==> config.mk <==
export PLATFORM = sky130hd
export DESIGN_NAME = router_output_channel
export DESIGN_NICKNAME = d
export VERILOG_FILES = /design/src/rtl/router_output_channel.sv
export SDC_FILE = /design/constraint.sdc
export NUM_CORES = 1
export LEC_CHECK = 0
export ABC_AREA = 0
export CAP_MARGIN = 0
export CORE_MARGIN = 5
export CORE_UTILIZATION = 45
export DETAILED_ROUTE_END_ITERATION = 10
export PLACE_DENSITY = 0.67
export SLEW_MARGIN = 20
export SYNTH_ARGS = -nofsm -noshare
export SYNTH_HDL_FRONTEND = slang
export SYNTH_SLANG_ARGS = --single-unit
==> constraint.sdc <==
create_clock -name clk -period 13.17 [get_ports clk]
set_input_delay 2.634 -clock clk [delete_from_list [all_inputs] [get_ports clk]]
set_output_delay 2.634 -clock clk [all_outputs]
set_load 0.01 [all_outputs]
==> src/rtl/router_output_channel.sv <==
// Router output channel: two virtual-channel FIFOs, polarity-selected pop.
// Optional pkt_count counter enabled by defining ROUTER_OC_PKT_COUNT_EN.
module router_output_channel #(
  parameter int DATA_WIDTH = 64,
  parameter int VC_DEPTH   = 2
) (
  input  logic                  clk,
  input  logic                  reset,
  input  logic                  polarity,
  input  logic                  wr_en,
  input  logic                  wr_vc,
  input  logic [DATA_WIDTH-1:0] wr_data,
  output logic                  vc1_full,
  output logic                  vc2_full,
  input  logic                  ready,
  output logic                  send,
  output logic [DATA_WIDTH-1:0] data_out,
  output logic [15:0]           pkt_count
);

  localparam int AW = (VC_DEPTH > 1) ? $clog2(VC_DEPTH) : 1;
  localparam int CW = $clog2(VC_DEPTH) + 1;
  localparam logic [CW-1:0] FULL_CNT = CW'(VC_DEPTH);

  logic [DATA_WIDTH-1:0] mem_q [2][VC_DEPTH];
  logic [AW-1:0]         wp_q  [2];
  logic [AW-1:0]         wp_d  [2];
  logic [AW-1:0]         rp_q  [2];
  logic [AW-1:0]         rp_d  [2];
  logic [CW-1:0]         cnt_q [2];
  logic [CW-1:0]         cnt_d [2];
  logic [1:0]            full;
  logic [1:0]            push;
  logic [1:0]            pop;
  logic                  send_q;
  logic                  send_d;
  logic [DATA_WIDTH-1:0] data_q;
  logic [DATA_WIDTH-1:0] data_d;

  // Full is judged on start-of-cycle occupancy, so a pop never frees a slot
  // for a push in the same cycle.
  always_comb begin
    full = '0;
    push = '0;
    pop  = '0;
    for (int v = 0; v < 2; v++) begin
      full[v] = (cnt_q[v] == FULL_CNT);
      push[v] = wr_en && (wr_vc == 1'(v)) && !full[v];
      pop[v]  = ready && (polarity == 1'(v)) && (cnt_q[v] != '0);
    end
  end

  always_comb begin
    for (int v = 0; v < 2; v++) begin
      wp_d[v]  = wp_q[v] + AW'(push[v]);
      rp_d[v]  = rp_q[v] + AW'(pop[v]);
      cnt_d[v] = cnt_q[v] + CW'(push[v]) - CW'(pop[v]);
    end
    send_d = |pop;
    data_d = '0;
    if (pop[0]) begin
      data_d = mem_q[0][rp_q[0]];
    end else if (pop[1]) begin
      data_d = mem_q[1][rp_q[1]];
    end
  end

  always_ff @(posedge clk) begin
    if (reset) begin
      for (int v = 0; v < 2; v++) begin
        wp_q[v]  <= '0;
        rp_q[v]  <= '0;
        cnt_q[v] <= '0;
      end
      send_q <= 1'b0;
      data_q <= '0;
    end else begin
      for (int v = 0; v < 2; v++) begin
        wp_q[v]  <= wp_d[v];
        rp_q[v]  <= rp_d[v];
        cnt_q[v] <= cnt_d[v];
      end
      send_q <= send_d;
      data_q <= data_d;
    end
  end

  always_ff @(posedge clk) begin
    for (int v = 0; v < 2; v++) begin
      if (push[v] && !reset) begin
        mem_q[v][wp_q[v]] <= wr_data;
      end
    end
  end

  assign vc1_full = full[0];
  assign vc2_full = full[1];
  assign send     = send_q;
  assign data_out = data_q;

`ifdef ROUTER_OC_PKT_COUNT_EN
  logic [15:0] pkt_q;
  logic [15:0] pkt_d;

  always_comb begin
    pkt_d = pkt_q;
    if (send_d) begin
      pkt_d = pkt_q + 16'd1;
    end
  end

  always_ff @(posedge clk) begin
    if (reset) begin
      pkt_q <= 16'h0000;
    end else begin
      pkt_q <= pkt_d;
    end
  end

  assign pkt_count = pkt_q;
`else
  assign pkt_count = 16'h0000;
`endif

endmodule
After elaboration in Yosys (flattened, before gate mapping)
Memories as Yosys holds them, arrays and structs flattened.
Cells that the tools add are included.
{"block": "word_totals", "ff_bits": 65, "out_inout_bits": 83, "n_memories": 4, "ram_bits": 264}
{"block": "op_classes", "bitwise_logic": 12, "reduce_logical": 19, "mux": 28, "n_eq_ne": 2, "addsub": 8, "magnitude_cmp": 6}
{"name": "mem_q", "depth": 2, "width": 128, "rd": 2, "rd_clocked_by_memory_dff": 0, "wr": 1, "line_no": "25", "text": "logic [DATA_WIDTH-1:0] mem_q [2][VC_DEPTH];"}
{"name": "cnt_q", "depth": 2, "width": 2, "rd": 2, "rd_clocked_by_memory_dff": 0, "wr": 2, "line_no": "30", "text": "logic [CW-1:0] cnt_q [2];"}
{"name": "rp_q", "depth": 2, "width": 1, "rd": 2, "rd_clocked_by_memory_dff": 0, "wr": 2, "line_no": "28", "text": "logic [AW-1:0] rp_q [2];"}
{"name": "wp_q", "depth": 2, "width": 1, "rd": 2, "rd_clocked_by_memory_dff": 0, "wr": 2, "line_no": "26", "text": "logic [AW-1:0] wp_q [2];"}
{"op": "$mux W64", "count": 10}
{"op": "$mux W128", "count": 4}
{"op": "$demux W64 S1", "count": 2}
{"op": "$reduce_or A128 Y1", "count": 1}
{"op": "$logic_and A1 B1 Y1", "count": 12}
{"op": "$mux W1", "count": 10}
{"op": "$ge A2 B2 Y1 const B", "count": 4}
{"op": "$not A1 Y2", "count": 4}
{"op": "$or A1 B1 Y1", "count": 6}
{"op": "$add A1 B1 Y1", "count": 4}
{"op": "$add A2 B1 Y2", "count": 2}
{"op": "$eq A2 B2 Y1 const B", "count": 2}
{"op": "$lt A2 B1 Y1 const B", "count": 2}
{"op": "$mux W2", "count": 2}
{"op": "$reduce_bool A2 Y1", "count": 2}
{"op": "$sub A2 B1 Y2", "count": 2}
{"op": "$logic_not A1 Y1", "count": 3}
{"op": "$not A1 Y1", "count": 2}
{"op": "$reduce_or A2 Y1", "count": 1}

Logic depth before layout (Yosys ltp)
An unclocked memory read counts as a cell.
{"block": "depth", "word_depth": 9, "depth_mapped": 7, "mapped_depth_nobuf": 6}

Worst setup path after synthesis
OpenSTA, ideal clock, no wires.
{"block": "synth_timing", "path_kind": "input -> register", "from": "in reset", "to": "mem mem_q[0][0] in the netlist's numbering, enable pin", "path_stages": 3, "arrival_time_ps": 9662, "slack_ps": 2842, "setup_ps": 666, "required_time_ps": 12504, "cell_sequence": "clkbuf_1 -> clkbuf_1 -> nor4b_1"}
{"block": "synth_between", "elab_chain_cells": 6}
{"item": "start, declared", "line_no": "8", "text": "input logic reset,"}
{"item": "$logic_not A1 Y1 (*)", "line_no": "90", "text": "if (push[v] && !reset) begin"}
{"item": "$logic_and A1 B1 Y1", "line_no": "90"}
{"item": "$mux W1", "line_no": "90"}
{"item": "$mux W128 (not written as such)", "line_no": "91", "text": "mem_q[v][wp_q[v]] <= wr_data;"}
{"item": "$reduce_or A128 Y1 (no line)"}
{"item": "$mux W1 (no line) / $mux W128 (equally long branches)"}
{"item": "end, declared", "line_no": "25"}
Mark *: on every way between the ends. The rest lies on a longest branch, timed or not.

==> flow_metrics.env <==
export IMPL_startpoint_type="primary input"
export IMPL_status="finished clean"
export IMPL_grt_pass1_wl_mm=36.53
export IMPL_final_common_cell="edfxtp_1"
export IMPL_vdd_ir_drop_max_mv=0.09635
export IMPL_syn_area_per_cell_um2=17.25
export IMPL_r2r_worst_path_cells=6
export IMPL_antenna_found_initial=0
export IMPL_place_congestion=0.6907
export IMPL_r2r_start="cnt_q[0][3]"
export IMPL_setup_violations=0
export IMPL_routed_wl_mm=23.69
export IMPL_hold_violations=0
export IMPL_synth_edf_count=256
export IMPL_die_h_um=173.1
export IMPL_drt_initial_drc_count=365
export IMPL_final_nets=899
export IMPL_die_w_um=173.1
export IMPL_clockRootBuffer="clkbuf_16"
export IMPL_htreeDepth=2
export IMPL_start_util_pct=45.82
export IMPL_crit_type="primary input to flip-flop"
export IMPL_clkLatencyLatePin_ns=0.50
export IMPL_grt_max_degree=79
export IMPL_pin_count=153
export IMPL_maxCapViolations=0
export IMPL_syn_instance_count=694
export IMPL_rsz0062_at_grt="false"
export IMPL_r2r_end="cnt_q[0][3]"
export IMPL_via_per_inst=5.187
export IMPL_post_dp_hpwl_mm=12.26
export IMPL_max_slew_margin_pct=34.09
export IMPL_cts_tree="done"
export IMPL_syn_to_final_growth_pct=22.25
export IMPL_r2r_setup_slack_ns=10.74
export IMPL_period_share_pct=35.39
export IMPL_cts_setup_buffers=0
export IMPL_drc=0
export IMPL_holdBufCountCts=0
export IMPL_grt_ovfl_total=0
export IMPL_place_port_buffers=136
export IMPL_ys_async_sr_fraction_pct=0
export IMPL_yosys_area_top_type_share_pct=64.21
export IMPL_grt_pass1_vias=6355
export IMPL_wl_per_cell_um=19.92
export IMPL_synth_seq_cells=329
export IMPL_tightest_slew_ns=0.9886
export IMPL_vias=6167
export IMPL_ant_nets=0
export IMPL_clk_pin_slew_worst_paths_ns=0.06
export IMPL_most_common_layout_cells="256 x edfxtp_1, 135 x clkdlybuf4s50_1, 128 x mux2i_1, 71 x dfxtp_1, 67 x nor2_1"
export IMPL_gr_usage_all_layers_pct=15.49
export IMPL_synth_ff_type="edfxtp_1"
export IMPL_yosys_top_cells_area="edfxtp_1 64%, dfxtp_1 12%, mux2i_1 11%"
export IMPL_hp_class="flip-flop to flip-flop"
export IMPL_min_from="wp_q[0][0]"
export IMPL_dieArea_um2=29970
export IMPL_finalSetupTns_ns=0
export IMPL_finalMaxSlewViolations=0
export IMPL_core_area_um2=26130
export IMPL_clkSinkCount=329
export IMPL_synth_top_area_cell="edfxtp_1"
export IMPL_drtPass1Iterations=5
export IMPL_yosysSeqAreaShare_pct=76.41
export IMPL_end_kind="flip-flop"
export IMPL_crit_required_ns=13.57
export IMPL_min_to="wp_q[0][0]"
export IMPL_ctsResizeCount=0
export IMPL_power_leakage_nw=4.636
export IMPL_syn_area_um2=11970
export IMPL_yosys_warnings=0
export IMPL_n_antenna_cell=0
export IMPL_ys_types=30
export IMPL_finClkSkew_ns=0.01509
export IMPL_worstPathArrival_ns=5.06
export IMPL_power_density_nw_per_um2=151.9
export IMPL_hold_worst_slack_ns=0.5279
export IMPL_path_max_fanout=67
export IMPL_cts_buffer_depth=3
export IMPL_drive_above_1_share_pct=7.845
export IMPL_fmax_ghz=0.2145
export IMPL_finalCriticalPeriod_ns=4.661
export IMPL_fp_row_count=59
export IMPL_numCtsBuffers=35
export IMPL_holdPathStages=2
## per-stage QoR
stage	total power [mW]	cell area [um2]	util, %	worst slack (ns)	cells
after floorplan	1.267	12030	-	2.842	709
after global placement	1.326	13550	51.85	8.049	1126
after detailed placement	1.328	13550	51.85	7.968	1126
after CTS	2.246	14640	56.01	8.494	1189
after global routing	2.308	14640	56.01	8.384	1189
final	2.223	14640	56.01	8.509	1189
## flip-flops by register name (all words and copies together) (netlist names)
name / flops
mem_q: 256
data_out: 64
rp_q: 2
wp_q: 2
cnt_q: 4
send: 1
## worst max path at each step
stage                      startpoint     endpoint  cells past startpoint
after floorplan                 reset  mem_q[0][0]                      3
after global routing            ready  cnt_q[0][3]                      7
final                           ready  cnt_q[0][3]                      7
after CTS                 cnt_q[0][1]     vc1_full                      2
after global placement          ready  cnt_q[0][3]                      7
after detailed placement        ready  cnt_q[0][3]                      7
## logic make-up after synthesis
family	Yosys count	share of synthesized area, %
compound gates	79	6.166
fa+ha+maj	1	0.1045
simple gates	87	3.166
other cells	1	0.03132
buf+inv	67	3.271
flops	329	76.41
mux	128	10.70
xor+xnor	2	0.1463
## metal layers
layer	wire length [um]	share of wire (%)	up-vias	global-route usage [%]
li1	-	-	2930	-
met1	10440	44	3043	20.95
met2	11650	49	171	26.05
met3	1332	5.6	23	3.100
met4	264	1.1	0	3.691
met5	0	0	-	0
## critical path, cell delays in order
cell and delay, ns:
clkdlybuf4s50_1 0.48, o211ai_1 0.13, buf_4 0.75, inv_1 0.10
ha_1 0.34, o311ai_0 0.37, a21bo_2 0.26
## synth_stat cells, types with 3 or more instances
cell type,count
nor2b_1,4
nor2_1,68
o21ai_0,4
mux2i_1,128
a21oi_1,4
or3_1,3
buf_2,19
inv_1,3
clkbuf_1,22
dfxtp_1,73
o32a_1,64
edfxtp_1,256
buf_8,3
buf_4,18
## report_power, final
group	internal (mW)	leakage [nW]	total (mW)	switching [mW]
Clock	0.550	0.536	0.918	0.368
Sequential	1.15	2.92	1.16	0.0113
Combinational	0.0649	1.18	0.146	0.0807
Total	1.76	4.64	2.22	0.460
## layout make-up
class | instances | area (um2)
inverters | 3 | 11.26
well taps | 335 | 419.2
multi-input cells | 313 | 2529
flip-flops and latches | 329 | 9156
repair buffers | 146 | 1434
clock inverters | 12 | 78.83
clock buffers | 51 | 1008
fillers | 2065 | 11500
No activity file was read; power rests on OpenSTA's default activity.
